**src/rtl/parking_pkg.sv**
```systemverilog
// Shared types, widths and the university capacity schedule for the parking zone controller.
package parking_pkg;

  localparam int HOUR_W = 5;

  typedef enum logic {
    CLASS_PUBLIC = 1'b0,
    CLASS_UNI    = 1'b1
  } car_class_e;

  // University capacity for a given hour: flat, then a stepped reduction, then a floor.
  function automatic int uni_cap_at(input int hour, input int cap_max, input int cap_min,
                                    input int shift_start, input int shift_end, input int step);
    if (hour < shift_start)
      return cap_max;
    else if (hour < shift_end)
      return cap_max - step * (hour - shift_start + 1);
    else
      return cap_min;
  endfunction

endpackage

```
**src/rtl/parking_class_arbiter.sv**
```systemverilog
// Single-class arbitration: exits first, then entries, both in ascending gate order.
module parking_class_arbiter #(
  parameter int NUM_GATES = 2,
  parameter int CNT_W     = 10
) (
  input  logic [CNT_W-1:0]     i_count,
  input  logic [CNT_W-1:0]     i_cap,
  input  logic [NUM_GATES-1:0] i_entry,
  input  logic [NUM_GATES-1:0] i_exit,
  output logic [NUM_GATES-1:0] o_entry_grant,
  output logic [NUM_GATES-1:0] o_entry_deny,
  output logic [NUM_GATES-1:0] o_exit_grant,
  output logic [NUM_GATES-1:0] o_exit_deny,
  output logic [CNT_W-1:0]     o_next_count
);

  localparam logic [CNT_W:0] ONE = (CNT_W+1)'(1);

  logic [CNT_W:0] w_run;
  logic [CNT_W:0] w_cap;

  // Space freed by exits is visible to entries in the same cycle via the running count.
  always_comb begin
    o_entry_grant = '0;
    o_entry_deny  = '0;
    o_exit_grant  = '0;
    o_exit_deny   = '0;
    w_run         = {1'b0, i_count};
    w_cap         = {1'b0, i_cap};
    for (int g = 0; g < NUM_GATES; g++) begin
      if (i_exit[g]) begin
        if (w_run != '0) begin
          o_exit_grant[g] = 1'b1;
          w_run           = w_run - ONE;
        end else begin
          o_exit_deny[g] = 1'b1;
        end
      end
    end
    for (int g = 0; g < NUM_GATES; g++) begin
      if (i_entry[g]) begin
        if (w_run < w_cap) begin
          o_entry_grant[g] = 1'b1;
          w_run            = w_run + ONE;
        end else begin
          o_entry_deny[g] = 1'b1;
        end
      end
    end
    o_next_count = w_run[CNT_W-1:0];
  end

endmodule

```
**src/rtl/parking_zone_ctrl.sv**
```systemverilog
// Two-class parking occupancy controller with hourly capacity schedule and daily rollover.
// Optional per-day statistics outputs are enabled by defining PARKING_STATS_EN.
module parking_zone_ctrl
  import parking_pkg::*;
#(
  parameter int NUM_GATES     = 2,
  parameter int CNT_W         = 10,
  parameter int CLKS_PER_HOUR = 10,
  parameter int OPEN_HOUR     = 8,
  parameter int CLOSE_HOUR    = 24,
  parameter int TOTAL_CAP     = 700,
  parameter int UNI_CAP_MAX   = 500,
  parameter int UNI_CAP_MIN   = 200,
  parameter int SHIFT_START   = 13,
  parameter int SHIFT_END     = 16,
  parameter int SHIFT_STEP    = 50
) (
  input  logic                 i_clk,
  input  logic                 i_reset,
  input  logic [NUM_GATES-1:0] i_entry_valid,
  input  logic [NUM_GATES-1:0] i_entry_uni,
  input  logic [NUM_GATES-1:0] i_exit_valid,
  input  logic [NUM_GATES-1:0] i_exit_uni,
  output logic [NUM_GATES-1:0] o_entry_grant,
  output logic [NUM_GATES-1:0] o_entry_deny,
  output logic [NUM_GATES-1:0] o_exit_grant,
  output logic [NUM_GATES-1:0] o_exit_deny,
  output logic [CNT_W-1:0]     o_uni_parked_cars,
  output logic [CNT_W-1:0]     o_parked_cars,
  output logic [CNT_W-1:0]     o_uni_vacated_space,
  output logic [CNT_W-1:0]     o_vacated_space,
  output logic                 o_uni_is_vacated_space,
  output logic                 o_is_vacated_space,
  output logic [HOUR_W-1:0]    o_hour,
`ifdef PARKING_STATS_EN
  output logic [15:0]          o_uni_denied_cnt,
  output logic [15:0]          o_denied_cnt,
  output logic [CNT_W-1:0]     o_uni_peak,
  output logic [CNT_W-1:0]     o_peak,
`endif
  output logic                 o_day_end
);

  localparam int PRE_W = (CLKS_PER_HOUR > 1) ? $clog2(CLKS_PER_HOUR) : 1;

  logic [PRE_W-1:0]     r_presc;
  logic [HOUR_W-1:0]    r_hour;
  logic [CNT_W-1:0]     r_cnt [2];
  logic [NUM_GATES-1:0] r_entry_grant, r_entry_deny, r_exit_grant, r_exit_deny;
  logic                 r_day_end;

  logic                 w_wrap, w_roll;
  logic [CNT_W-1:0]     w_cap [2];
  logic [CNT_W-1:0]     w_vac [2];
  logic [CNT_W-1:0]     w_next [2];
  logic [NUM_GATES-1:0] w_eg [2];
  logic [NUM_GATES-1:0] w_ed [2];
  logic [NUM_GATES-1:0] w_xg [2];
  logic [NUM_GATES-1:0] w_xd [2];

  assign w_wrap = (r_presc == PRE_W'(CLKS_PER_HOUR - 1));
  assign w_roll = w_wrap && (r_hour == HOUR_W'(CLOSE_HOUR - 1));

  always_comb begin
    w_cap[1] = CNT_W'(uni_cap_at(int'(r_hour), UNI_CAP_MAX, UNI_CAP_MIN,
                                 SHIFT_START, SHIFT_END, SHIFT_STEP));
    w_cap[0] = CNT_W'(TOTAL_CAP) - w_cap[1];
    for (int c = 0; c < 2; c++)
      w_vac[c] = (w_cap[c] > r_cnt[c]) ? (w_cap[c] - r_cnt[c]) : '0;
  end

  for (genvar c = 0; c < 2; c++) begin : g_class
    localparam car_class_e CLS = car_class_e'(c);
    logic [NUM_GATES-1:0] w_entry_mask, w_exit_mask;

    assign w_entry_mask = i_entry_valid & ((CLS == CLASS_UNI) ? i_entry_uni : ~i_entry_uni);
    assign w_exit_mask  = i_exit_valid  & ((CLS == CLASS_UNI) ? i_exit_uni  : ~i_exit_uni);

    parking_class_arbiter #(.NUM_GATES(NUM_GATES), .CNT_W(CNT_W)) u_arb (
      .i_count       (r_cnt[c]),
      .i_cap         (w_cap[c]),
      .i_entry       (w_entry_mask),
      .i_exit        (w_exit_mask),
      .o_entry_grant (w_eg[c]),
      .o_entry_deny  (w_ed[c]),
      .o_exit_grant  (w_xg[c]),
      .o_exit_deny   (w_xd[c]),
      .o_next_count  (w_next[c])
    );
  end

  // Rollover overrides arbitration: the day is closed, so every request that cycle is refused.
  always_ff @(posedge i_clk) begin
    if (i_reset) begin
      r_presc       <= '0;
      r_hour        <= HOUR_W'(OPEN_HOUR);
      r_cnt[0]      <= '0;
      r_cnt[1]      <= '0;
      r_entry_grant <= '0;
      r_entry_deny  <= '0;
      r_exit_grant  <= '0;
      r_exit_deny   <= '0;
      r_day_end     <= 1'b0;
    end else begin
      r_presc   <= w_wrap ? '0 : r_presc + PRE_W'(1);
      r_day_end <= w_roll;
      if (w_roll) begin
        r_hour        <= HOUR_W'(OPEN_HOUR);
        r_cnt[0]      <= '0;
        r_cnt[1]      <= '0;
        r_entry_grant <= '0;
        r_entry_deny  <= i_entry_valid;
        r_exit_grant  <= '0;
        r_exit_deny   <= i_exit_valid;
      end else begin
        if (w_wrap)
          r_hour <= r_hour + HOUR_W'(1);
        r_cnt[0]      <= w_next[0];
        r_cnt[1]      <= w_next[1];
        r_entry_grant <= w_eg[0] | w_eg[1];
        r_entry_deny  <= w_ed[0] | w_ed[1];
        r_exit_grant  <= w_xg[0] | w_xg[1];
        r_exit_deny   <= w_xd[0] | w_xd[1];
      end
    end
  end

`ifdef PARKING_STATS_EN
  logic [15:0]      r_den [2];
  logic [CNT_W-1:0] r_peak [2];
  logic [16:0]      w_den_sum [2];

  always_comb begin
    for (int c = 0; c < 2; c++) begin
      w_den_sum[c] = {1'b0, r_den[c]};
      for (int g = 0; g < NUM_GATES; g++)
        w_den_sum[c] = w_den_sum[c] + 17'(w_ed[c][g]);
    end
  end

  always_ff @(posedge i_clk) begin
    if (i_reset || (!i_reset && w_roll)) begin
      for (int c = 0; c < 2; c++) begin
        r_den[c]  <= '0;
        r_peak[c] <= '0;
      end
    end else begin
      for (int c = 0; c < 2; c++) begin
        r_den[c]  <= w_den_sum[c][16] ? 16'hFFFF : w_den_sum[c][15:0];
        r_peak[c] <= (w_next[c] > r_peak[c]) ? w_next[c] : r_peak[c];
      end
    end
  end

  assign o_uni_denied_cnt = r_den[1];
  assign o_denied_cnt     = r_den[0];
  assign o_uni_peak       = r_peak[1];
  assign o_peak           = r_peak[0];
`endif

  assign o_entry_grant          = r_entry_grant;
  assign o_entry_deny           = r_entry_deny;
  assign o_exit_grant           = r_exit_grant;
  assign o_exit_deny            = r_exit_deny;
  assign o_uni_parked_cars      = r_cnt[1];
  assign o_parked_cars          = r_cnt[0];
  assign o_uni_vacated_space    = w_vac[1];
  assign o_vacated_space        = w_vac[0];
  assign o_uni_is_vacated_space = (w_vac[1] != '0);
  assign o_is_vacated_space     = (w_vac[0] != '0);
  assign o_hour                 = r_hour;
  assign o_day_end              = r_day_end;

endmodule
```
**config.mk**
```make
export PLATFORM = sky130hd
export DESIGN_NAME = parking_zone_ctrl
export DESIGN_NICKNAME = d
export VERILOG_FILES = /design/src/rtl/parking_pkg.sv /design/src/rtl/parking_class_arbiter.sv /design/src/rtl/parking_zone_ctrl.sv
export SDC_FILE = /design/constraint.sdc
export NUM_CORES = 1
export LEC_CHECK = 0
export ABC_CLOCK_PERIOD_IN_PS = 17350
export BUFFER_PORTS_ARGS = -buffer_cell sky130_fd_sc_hd__buf_2
export CORE_MARGIN = 3
export CORE_UTILIZATION = 50
export CTS_CLUSTER_DIAMETER = 40
export DETAILED_ROUTE_END_ITERATION = 7
export HOLD_SLACK_MARGIN = 0.15
export MAX_ROUTING_LAYER = met4
export PLACE_DENSITY_LB_ADDON = 0.12
export SYNTH_ARGS = -nofsm -noshare
export SYNTH_HDL_FRONTEND = slang
export SYNTH_HIERARCHICAL = 1
export SYNTH_SLANG_ARGS = --single-unit
```
**constraint.sdc**
```tcl
create_clock -name i_clk -period 17.35 [get_ports i_clk]
set_input_delay 4.3375 -clock i_clk [delete_from_list [all_inputs] [get_ports i_clk]]
set_output_delay 4.3375 -clock i_clk [all_outputs]
set_load 0.01 [all_outputs]
```
Yosys cells after proc, flatten, opt, wreduce, memory -nomap -nowiden
Memories as Yosys holds them, arrays and structs flattened.
Index checks and enable logic that the tools add are counted.
{"block": "word_totals", "regBits": 18, "mem_bits_rw": 20, "in_bits": 10, "out_inout_bits": 56, "wordCells": 124, "mem_count": 1}
{"memory": "r_cnt", "words": 2, "word_bits": 10, "read_ports": 2, "rd_clocked_by_memory_dff": 0, "wr": 2, "line_no": "parking_zone_ctrl.sv:48", "source": "logic [CNT_W-1:0] r_cnt [2];"}
{"block": "op_classes", "addsub": 16, "multipliers": 1, "order_cmp": 8, "n_eq_ne": 2, "n_mux": 66, "bitwise_logic": 14, "reduce_logical": 9}
{"cell": "11-bit two-way mux", "n": 12}
{"cell": "10-bit two-way mux", "n": 12}
{"cell": "11-bit by 10-bit < comparator with 1-bit output", "n": 4}
{"cell": "1-bit two-way mux", "n": 40}
{"cell": "10-bit nonzero test", "n": 4}
{"cell": "11-bit by 1-bit adder with 11-bit output (second input constant)", "n": 2}
{"cell": "11-bit nonzero test", "n": 2}
{"cell": "10-bit by 1-bit subtractor with 11-bit output (second input constant)", "n": 2}
{"cell": "11-bit by 1-bit subtractor with 11-bit output (second input constant)", "n": 2}
{"cell": "10-bit by 1-bit adder with 10-bit output (second input constant)", "n": 2}
{"cell": "10-bit > comparator", "n": 2}
{"cell": "10-bit subtractor", "n": 2}
{"cell": "10-bit subtractor (first input constant)", "n": 2}
{"cell": "6-bit by 7-bit multiplier with 9-bit output (first input constant)", "n": 1}
{"cell": "2-bit bitwise AND", "n": 4}
{"cell": "2-bit OR", "n": 4}
{"cell": "6-bit by 2-bit adder with 7-bit output (second input constant)", "n": 1}
{"cell": "5-bit by 4-bit subtractor with 6-bit output (second input constant)", "n": 1}
{"cell": "5-bit by 1-bit adder with 5-bit output (second input constant)", "n": 1}
{"cell": "5-bit equality test (second input constant)", "n": 1}
{"cell": "5-bit by 4-bit < comparator with 1-bit output (second input constant)", "n": 1}
{"cell": "5-bit < comparator (second input constant)", "n": 1}
{"cell": "4-bit by 1-bit adder with 4-bit output (second input constant)", "n": 1}
{"cell": "4-bit equality test (second input constant)", "n": 1}
{"cell": "5 further kinds", "n": 11}

Logic depth before layout (Yosys ltp)
Gate-level depths: netlist of the first run.
{"block": "depth", "depth_word": 15, "mapped_depth": 43, "ltp_nobuf": 41}

Cells and area by module
Netlist of the first run, hierarchy kept.
{"module": "parking_zone_ctrl", "n_inst": 1, "cells_per_inst": 470, "area_each_um2": 3952.5, "seq_area_each_um2": 960.9}
{"module": "parking_class_arbiter (g_class[1].u_arb)", "n_inst": 1, "cells_per_inst": 300, "area_each_um2": 2144.6, "seq_area_each_um2": 0.0}
{"module": "parking_class_arbiter (g_class[0].u_arb)", "n_inst": 1, "cells_per_inst": 269, "area_each_um2": 2085.8, "seq_area_each_um2": 0.0}

Worst setup path before layout of the first run
Ideal clock, no wire load.
{"block": "synth_path", "kind": "input to register", "from": "input port i_exit_valid[0]", "to": "memory r_cnt[0][8], data pin", "setup_time_ns": 0.255, "t_arrival_ns": 10.477, "t_required_ns": 17.095, "path_slack_ns": 6.618, "cell_stages": 28, "path_buffers": 0, "cell_sequence": "nor2b_1 > or4b_1 > nor4_2 > mux2i_1 > nand4_2 > o211ai_1 > xor2_2 > ha_1 > o21ai_0 > o21ai_0 > a31oi_1 > nand2_1 > nor2_1 > nand2_1 > nor2_1 > xnor2_1 > ha_1 > a21o_1 > a21o_1 > a21oi_1 > nor2_1 > a211oi_1 > and3_1 > a41oi_2 > or3b_4 > nor4b_2 > xnor2_1 > and2_1"}
{"item": "start, declared", "line_no": "parking_zone_ctrl.sv:22", "source": "input logic [NUM_GATES-1:0] i_exit_valid,"}
{"item": "end, declared", "line_no": "parking_zone_ctrl.sv:48"}

==> results of run 1 <==
-- worst max-delay path by stage --
stage                                from                 end  slack [ns]  depth (start not counted)
after floorplan           i_exit_valid[0]         r_cnt[0][8]        6.62                         28
after global placement    i_exit_valid[0]         r_cnt[0][8]        5.60                         27
after detailed placement  i_exit_valid[0]         r_cnt[0][9]        5.39                         27
after CTS                       o_hour[0]  o_is_vacated_space        5.53                         27
after global routing      i_exit_valid[0]         r_cnt[0][9]        4.97                         27
final                           o_hour[0]  o_is_vacated_space        5.51                         27
-- layer usage --
metal  track usage (%)  share of wire, %  vias up
met5                 -                 0        -
met4             4.571               1.1        0
met3             2.363               4.7       21
met2             38.97                44      232
met1             37.85                50     3636
li1                  -                 -     3908
-- power by group through the flow --
stage	combinational (W)	clock (W)	sequential (W)
finish	0.000231	0.000123	0.000119
global route	0.000259	0.000129	0.000120
CTS	0.000229	0.000125	0.000118
detailed placement	0.000227	0	0.000120
global placement	0.000227	0	0.000120
floorplan	0.000178	0	0.000113
-- worst max-delay path: cells and delay by family, from the launching register on --
family	cells	cell delay, ns
DFF	1	0.69
and+or+nand+nor	8	1.98
buffers and inverters	6	0.61
xor gates and xnor gates	2	0.31
adders and majority gates	6	2.67
AOI/OAI and AO/OA	5	0.93
-- stage by stage --
stage | setup slack, ns | instances | hold WS (ns) | util (%)
after floorplan | 6.618 | 1062 | 0.4332 | -
after global placement | 5.596 | 1308 | 0.4448 | 54.39
after detailed placement | 5.386 | 1308 | 0.4590 | 54.39
after CTS | 5.527 | 1316 | 0.4701 | 55.60
after global routing | 4.968 | 1316 | 0.4841 | 55.60
final | 5.510 | 1316 | 0.4704 | 55.60
-- final cells by class --
cell class | instances | area [um^2] | share of cell area, %
Multi-Input combinational cell | 890 | 6735 | 75.98
Sequential cell | 38 | 960.9 | 10.84
Inverter | 97 | 364.1 | 4.107
Timing Repair Buffer | 67 | 340.3 | 3.839
Tap cell | 216 | 270.3 | 3.049
Clock buffer | 5 | 125.1 | 1.411
Clock inverter | 3 | 68.82 | 0.7763
-- cell usage after synthesis (8+ instances only) --
library cell  count  area, um^2
clkbuf_1         17       63.81
xor2_1           25       219.0
a21oi_1          48       240.2
xnor2_1          52       455.4
nor2_1           88       330.3
nand2b_1         10       62.56
dfxtp_1          18       360.4
or3_1            17       106.4
nand2_1          57       214.0
nand4_1          20       125.1
o21a_1           19       142.6
nor4_1            8       50.05
nor3_1           40       200.2
mux2i_1          14       140.1
a211oi_1         18       135.1
buf_2            11       55.05
nor2b_1          14       87.58
nor3b_1          12       90.09
nand3_1          30       150.1
ha_1             86        1076
o211ai_1         11       82.58
inv_1            94       352.8
a21o_1           24       180.2
o21ai_0          34       170.2
and2_1           34       212.7
edfxtp_1         20       600.6
-- cells by family (layout without fill, tap and decap cells) --
logic type | Yosys count | after routing
AND/OR/NAND/NOR | 416 | 416
AO/OA/AOI/OAI | 251 | 251
buffers and inverters | 134 | 172
adder cells (fa/ha/maj) | 92 | 92
XOR/XNOR | 83 | 83
flip-flops | 38 | 38
multiplexers | 23 | 23
other | 2 | 25
-- sequential cells by signal (all words and copies together), names as in the netlist --
register,cells
r_cnt,20
o_hour,5
r_presc,4
o_exit_deny,2
o_exit_grant,2
o_entry_grant,2
o_day_end,1
o_entry_deny,2
==> results.ini, run 1 <==
[clock_tree]
cts_buffer_depth=2
postCtsSetupBuffers=0
cts_resized=0
cts_tree=yes
hold_buffers=0
clk_pin_slew_ns=0.07
cts_root_buffer=clkbuf_16
clkSinkCount=38
clkLatencyLatePin_ns=0.29
cts_max_level=2
cts_inserted_buffers=5

[die]
core_region_area_um2=15940
num_rows=46
fp.dieW_um=133.9
boundaryPins=66
initial_core_util_pct=51.33
die_area_um2=17940
die_h_um=133.9

[pwr]
clockPowerShare_pct=26.0
pwr-share-seq_pct=25.1
switchingPower_w=0.0001952
p_sw_share_pct=41.23
comb_power_share_pct=48.9
irDropWorstVdd_v=0.00003765
internal-power_w=0.0002783
p_per_area_nw_per_um2=53.41
finalPower_w=0.0004735
leakage_nw=3.787

[timing]
maxSlewHeadroom_pct=39.12
timing.fmax_mhz=84.46
rsz0062_at_grt=false
finalHoldViolCount=0
maxSlewViolCount=0
clock_skew_ns=0.008786
min_period_ns=11.84
worst_pin_slew_ns=0.9133
setup_viol=0
period_share_pct=68.24
tns_ns=0

[cells_and_area]
drive_gt1_share_pct=15.45
area_growth_pct=8.333
final_cell_area_um2=8865
fillerInstances=1531
mostFrequentLayoutCells=94 x inv_1, 88 x nor2_1, 86 x ha_1, 65 x buf_2, 57 x nand2_1
layout_commonest_cell=inv_1
insertedDiodeCount=0
fin_nets=1200

[global_route]
grt_use_total_pct=25.75
grt_pass1_wl_um=37050
grt_pass1_vias=7186
grt_overflow=0
grt_max_degree=28
antenna_found_initial=0

[min_path]
holdCritPathClass=reg -> reg
hold_end=r_presc[0]
min_path_cells=1
min_from=r_presc[0]

[drt]
wl_um=22770
first_pass_iters=6
viasPerCell=5.925
wl_per_cell_um=17.30
ant_nets=0
drt_iter0_drc=646
via_count=7797
drc=0

[logic_synthesis]
synth_compound_area_share_pct=24.10
ys_warn_count=6
synth_cells=1039
synthesis.area_um2=8183
yosys.area_share.simple_pct=29.83
synth_flop_cell=edfxtp_1
synthAdderAreaFrac_pct=14.50
synth-seq-cells=38
synth-xor-area-share_pct=9.648
syn_avg_cell_area_um2=7.876
synth_edf_count=20
synth_cell_type_count=123
ys_seq_area_share_pct=11.74
synth_async_sr_flop_share_pct=0
synth_top_family_by_area=simple AND/OR/NAND/NOR gates
synthMuxAreaShare_pct=3.089

[worst_setup_path]
timing.rr.start=o_hour[0]
worstSetupEndpointType=output pin
r2r_end=r_cnt[0][9]
crit_type=reg -> out
cp_slowest_cell=dfxtp_1
path_max_fanout=15
cp-start-kind=register
cpPeakStageDelay_ns=0.69
cp.required_ns=13.01
r2r_cells=38
critPathArrivalTime_ns=7.50
cpMostUsedCell=inv_1
reg2reg_slack_ns=7.10

[placed_design]
gp_congestion=0.9552
placed_area_um2=8671
port_buffers=65
post-dp-hpwl_um=18380

[run]
drv_cap=0

[outcome]
run_status=complete, no violations

(Power assumes the default switching activity.)
==> inputs of run 2 (changes only) <==
--- a/config.mk
+++ b/config.mk
@@ -5,7 +5,7 @@
 export SDC_FILE = /design/constraint.sdc
 export NUM_CORES = 1
 export LEC_CHECK = 0
-export ABC_CLOCK_PERIOD_IN_PS = 17350
+export ABC_CLOCK_PERIOD_IN_PS = 10900
 export BUFFER_PORTS_ARGS = -buffer_cell sky130_fd_sc_hd__buf_2
 export CORE_MARGIN = 3
 export CORE_UTILIZATION = 50
==> constraint.sdc (replaced) <==
create_clock -name i_clk -period 10.9 [get_ports i_clk]
set_input_delay 2.725 -clock i_clk [delete_from_list [all_inputs] [get_ports i_clk]]
set_output_delay 2.725 -clock i_clk [all_outputs]
set_load 0.01 [all_outputs]
==> run 2 against run 1 <==
Sequential share of layout area barely moved. Via count fell by 1.2%. Sequential cell count did not move. Die area did not move.
==> results.ini, run 2 (same netlist as run 1, synthesis figures left out) <==
[outcome]
run_status=complete, no violations

[die]
core_region_area_um2=15940  ; unchanged
die_h_um=133.9  ; unchanged
num_rows=46  ; unchanged
fp.dieW_um=133.9  ; unchanged
boundaryPins=66  ; unchanged
initial_core_util_pct=51.33  ; unchanged
die_area_um2=17940  ; unchanged

[timing]
timing.hold.ws_ns=0.4744  ; +0.003988 ns
setup_viol=0  ; unchanged
tns_ns=0  ; unchanged
finalHoldViolCount=0  ; unchanged
rsz0062_at_grt=false
clock_skew_ns=0.008107  ; -0.0006792 ns
period_share_pct=92.73
timing.fmax_mhz=98.94
worst_pin_slew_ns=0.8483  ; -0.06493 ns
maxSlewViolCount=0  ; unchanged
maxSlewHeadroom_pct=43.33  ; +4.2 points
min_period_ns=10.11

[placed_design]
post-dp-hpwl_um=18200  ; -1.0%
port_buffers=65  ; unchanged
gp_congestion=0.9044  ; -5.3%
placed_area_um2=8663  ; about the same

[global_route]
grt_use_total_pct=25.59  ; -0.16 points
antenna_found_initial=0  ; unchanged
grt_pass1_vias=7072  ; -1.6%
grt_max_degree=28  ; unchanged
grt_overflow=0  ; unchanged
grt_pass1_wl_um=37100  ; +0.13%

[worst_setup_path]
cp-start-kind=primary input
cpMostUsedCell=nor2_1
path_max_fanout=8  ; -7
startpoint=i_exit_valid[0]
crit_type=in -> reg
worstSetupEndpointType=register
cpPeakStageDelay_ns=0.67  ; -0.02 ns
cp_slowest_cell=nor2b_1
r2r_cells=41  ; +7.9%
timing.rr.start=o_hour[2]
cp-endpoint=r_cnt[0][9]
reg2reg_slack_ns=0.95  ; -6.15 ns
cp.required_ns=10.95  ; -2.06 ns
r2r_end=r_cnt[0][9]
critPathArrivalTime_ns=10.15  ; +2.65 ns

[clock_tree]
clkLatencyLatePin_ns=0.29  ; about the same
clk_pin_slew_ns=0.07  ; about the same
cts_max_level=2  ; unchanged
postCtsSetupBuffers=0  ; unchanged
cts_tree=yes
cts_buffer_depth=2  ; unchanged
clkSinkCount=38  ; unchanged
cts_root_buffer=clkbuf_16
cts_inserted_buffers=5  ; unchanged
hold_buffers=0  ; unchanged

[cells_and_area]
mostFrequentLayoutCells=94 x inv_1, 88 x nor2_1, 86 x ha_1, 65 x buf_2, 57 x nand2_1
largest_reg_flops=20  ; unchanged
drive_gt1_share_pct=15.47  ; about the same
fillerInstances=1548  ; +1.1%
final_cell_area_um2=8859  ; about the same
layout_commonest_cell=inv_1
area_growth_pct=8.257  ; about the same
final_util_pct=55.56  ; about the same
insertedDiodeCount=0  ; unchanged
fin_nets=1199  ; -0.083%
regMostFlops=r_cnt

[pwr]
finalPower_w=0.0007500  ; +58%
irDropWorstVdd_v=0.00006929  ; +84%
p_per_area_nw_per_um2=84.67  ; +59%
leakage_nw=3.782  ; -0.12%

[drt]
viasPerCell=5.857  ; -1.1%
via_count=7702  ; -1.2%
wl_per_cell_um=16.99  ; -1.8%
drt_iter0_drc=697  ; +7.9%
first_pass_iters=6  ; unchanged
wl_um=22340  ; -1.9%
drc=0  ; unchanged
ant_nets=0  ; unchanged

[min_path]
holdCritPathClass=reg -> reg
min_path_cells=1  ; unchanged

[run]
drv_cap=0  ; unchanged

run 2: cell count changes in the layout (fill, tap and decap cells not counted), sizes merged:
cell	previous run	this run
buf	67	66
run 2: stage by stage:
| step | cells | worst slack [ns] |
|---|---|---|
| after detailed placement | 1307 | 0.5607 |
| final | 1315 | 0.7929 |
| after CTS | 1315 | 0.7482 |
| after floorplan | 1062 | 1.780 |
| after global routing | 1315 | 0.07253 |
| after global placement | 1307 | 0.7034 |
run 2: power breakdown:
part           internal, W  switching, W
logic             0.000148      0.000216
clock network     0.000132     0.0000624
registers         0.000163     0.0000293
run 2: repair_timing:
action,CTS,global route
endpoints found under the hold margin,0,0
resized for setup,0,1
setup endpoints to repair,0,1
run 2: how the worst min path moves through the flow:
stage                           from         end  slack [ns]
after floorplan           r_presc[0]  r_presc[0]        0.43
after global placement    r_presc[0]  r_presc[0]        0.45
after detailed placement  r_presc[0]  r_presc[0]        0.46
after CTS                 r_presc[0]  r_presc[0]        0.48
after global routing      r_presc[0]  r_presc[0]        0.54
final                     r_presc[0]  r_presc[0]        0.47
run 2: worst max-delay path: cells and delay by family:
kind	cells	cell delay (ns)
xor gates and xnor gates	3	0.71
AOI/OAI and AO/OA	9	1.71
adders and majority gates	2	0.65
buffers and inverters	1	0.09
and+or+nand+nor	13	3.70
muxes	1	0.56
run 2: layout make-up:
type | instances | area (um^2) | area share, %
timing repair buffer | 66 | 332.8 | 3.757
clock buffer | 5 | 125.1 | 1.412
multi-input combinational | 890 | 6735 | 76.03
inverter | 97 | 364.1 | 4.110
tap | 216 | 270.3 | 3.051
clock inverter | 3 | 68.82 | 0.7768
sequential | 38 | 962.2 | 10.86
run 2: per-layer routing:
| metal | track usage, % | part of all wire (%) | up-vias |
|---|---|---|---|
| met5 | - | 0 | - |
| met4 | 2.457 | 0.40 | 0 |
| met3 | 2.251 | 5.3 | 7 |
| met2 | 39.67 | 44 | 218 |
| met1 | 37.73 | 50 | 3576 |
| li1 | - | - | 3901 |
==> inputs of run 3 (changes only) <==
--- a/config.mk
+++ b/config.mk
@@ -14,6 +14,7 @@
 export HOLD_SLACK_MARGIN = 0.15
 export MAX_ROUTING_LAYER = met4
 export PLACE_DENSITY_LB_ADDON = 0.12
+export RECOVER_POWER = 50
 export SYNTH_ARGS = -nofsm -noshare
 export SYNTH_HDL_FRONTEND = slang
 export SYNTH_HIERARCHICAL = 1
==> run 3 against run 2 <==
Total power shrank 0.24%. Clock power is essentially flat. Critical endpoint unchanged. Sequential share of layout area grew 0.059 points. Design area shrank 0.54%. Register-to-register slack lost 0.02 ns. Largest cell class unchanged. Critical path type unchanged. Final cell count is the same. Via count grew 0.23%. Wire length is essentially flat.
==> results.ini, run 3 (same netlist as run 1, synthesis figures left out) <==
[outcome]
run_status=complete, no violations

[pwr]
p_per_area_nw_per_um2=84.92  ; +0.30%
irDropWorstVdd_v=0.00006883  ; -0.67%
leakage_nw=3.663  ; -3.1%
finalPower_w=0.0007482  ; -0.24%

[die]
die_area_um2=17940  ; unchanged
die_h_um=133.9  ; unchanged
num_rows=46  ; unchanged
boundaryPins=66  ; unchanged
fp.dieW_um=133.9  ; unchanged
core_region_area_um2=15940  ; unchanged
initial_core_util_pct=51.33  ; unchanged

[clock_tree]
cts_inserted_buffers=5  ; unchanged
cts_tree=yes
cts_resized=0  ; unchanged
hold_buffers=0  ; unchanged
clk_pin_slew_ns=0.07  ; about the same
clkLatencyLatePin_ns=0.29  ; about the same
postCtsSetupBuffers=0  ; unchanged
cts_buffer_depth=2  ; unchanged
clkSinkCount=38  ; unchanged
cts_max_level=2  ; unchanged
cts_root_buffer=clkbuf_16

[cells_and_area]
drive_gt1_share_pct=12.28  ; -3.2 points
fillerInstances=1563  ; +0.97%
area_growth_pct=7.676
final_util_pct=55.27  ; -0.30 points
insertedDiodeCount=0  ; unchanged
regMostFlops=r_cnt
largest_reg_flops=20  ; unchanged
multi_input_area_um2=6730  ; about the same
layout_commonest_cell=inv_1
seqCellArea_um2=962.2  ; unchanged
fin_cells=1315  ; unchanged
fin_nets=1199  ; unchanged
mostFrequentLayoutCells=94 x inv_1, 88 x nor2_1, 86 x ha_1, 57 x nand2_1, 52 x xnor2_1

[drt]
ant_nets=0  ; unchanged
wl_um=22340  ; about the same
wl_per_cell_um=16.99  ; about the same
viasPerCell=5.871  ; +0.23%
via_count=7720  ; +0.23%
drc=0  ; unchanged
drt_iter0_drc=692  ; -0.72%
first_pass_iters=5  ; -1

[global_route]
grt_max_degree=28  ; unchanged
grt_pass1_wl_um=37100  ; unchanged
grt_use_total_pct=25.59  ; unchanged
grt_pass1_vias=7072  ; unchanged
antenna_found_initial=0  ; unchanged
grt_overflow=0  ; unchanged

[worst_setup_path]
cpMostUsedCell=nor2_1
cp.required_ns=10.95  ; about the same
worstSetupEndpointType=register
r2r_cells=39  ; -4.9%
critPathArrivalTime_ns=10.21  ; +0.06 ns
path_max_fanout=8  ; unchanged
cp-start-kind=primary input
crit_family=simple AND/OR/NAND/NOR gates
r2r_end=r_cnt[0][9]
timing.rr.start=o_hour[2]
cpPeakStageDelay_ns=0.67  ; about the same
cp_slowest_cell=nor2b_1
reg2reg_slack_ns=0.93  ; -0.02 ns
cp_num_buf_inv=1  ; unchanged
crit_type=in -> reg

[timing]
maxSlewHeadroom_pct=38.47  ; -4.9 points
worst_pin_slew_ns=0.9224  ; +0.07402 ns
clock_skew_ns=0.007912  ; -0.0001946 ns
setup_viol=0  ; unchanged
tns_ns=0  ; unchanged
rsz0062_at_grt=false
maxSlewViolCount=0  ; unchanged
timing.fmax_mhz=98.37  ; -0.57%
finalHoldViolCount=0  ; unchanged
period_share_pct=93.26  ; +0.54 points
min_period_ns=10.17  ; +0.05833 ns

[min_path]
min_from=r_presc[0]
holdCritPathClass=reg -> reg
min_path_cells=1  ; unchanged
hold_end=r_presc[0]

[placed_design]
gp_congestion=0.9044  ; unchanged
dp.cells=1307  ; unchanged
post-dp-hpwl_um=18200  ; unchanged
port_buffers=65  ; unchanged

[run]
drv_cap=0  ; unchanged

[run 3: layout make-up]
cell class / count / area share, %
Multi-Input combinational cell: 890 / 76.38
Sequential cell: 38 / 10.92
Inverter: 97 / 4.132
Timing Repair Buffer: 66 / 3.295
Tap cell: 216 / 3.067
Clock buffer: 5 / 1.420
Clock inverter: 3 / 0.7810
[run 3: power breakdown]
part           internal (W)  switching (W)
Combinational      0.000146       0.000216
Clock              0.000132      0.0000625
Sequential         0.000163      0.0000294
[run 3: per-layer routing]
layer	part of all wire [%]	track usage [%]	routed length, um
met1	51	37.73	11290
met2	44	39.67	9931
met3	4.6	2.251	1034
met4	0.37	2.457	82
met5	0	-	0
[run 3: worst max path at each step]
stage                     cells past startpoint                 end             from  slack [ns]
final                                        29         r_cnt[0][9]  i_exit_valid[0]        0.73
after global routing                         29         r_cnt[0][9]  i_exit_valid[0]        0.07
after CTS                                    27  o_is_vacated_space        o_hour[0]        0.75
after detailed placement                     27         r_cnt[0][9]  i_exit_valid[0]        0.56
after global placement                       27         r_cnt[0][9]  i_exit_valid[0]        0.70
after floorplan                              28         r_cnt[0][8]  i_exit_valid[0]        1.78
[run 3: per-stage QoR]
stage / setup WS [ns] / hold slack (ns) / area (um^2)
after floorplan: 1.780 / 0.4332 / 8269
after global placement: 0.7034 / 0.4491 / 8663
after detailed placement: 0.5607 / 0.4612 / 8663
after CTS: 0.7482 / 0.4760 / 8857
after global routing: 0.07195 / 0.5428 / 8811
final: 0.7345 / 0.4744 / 8811
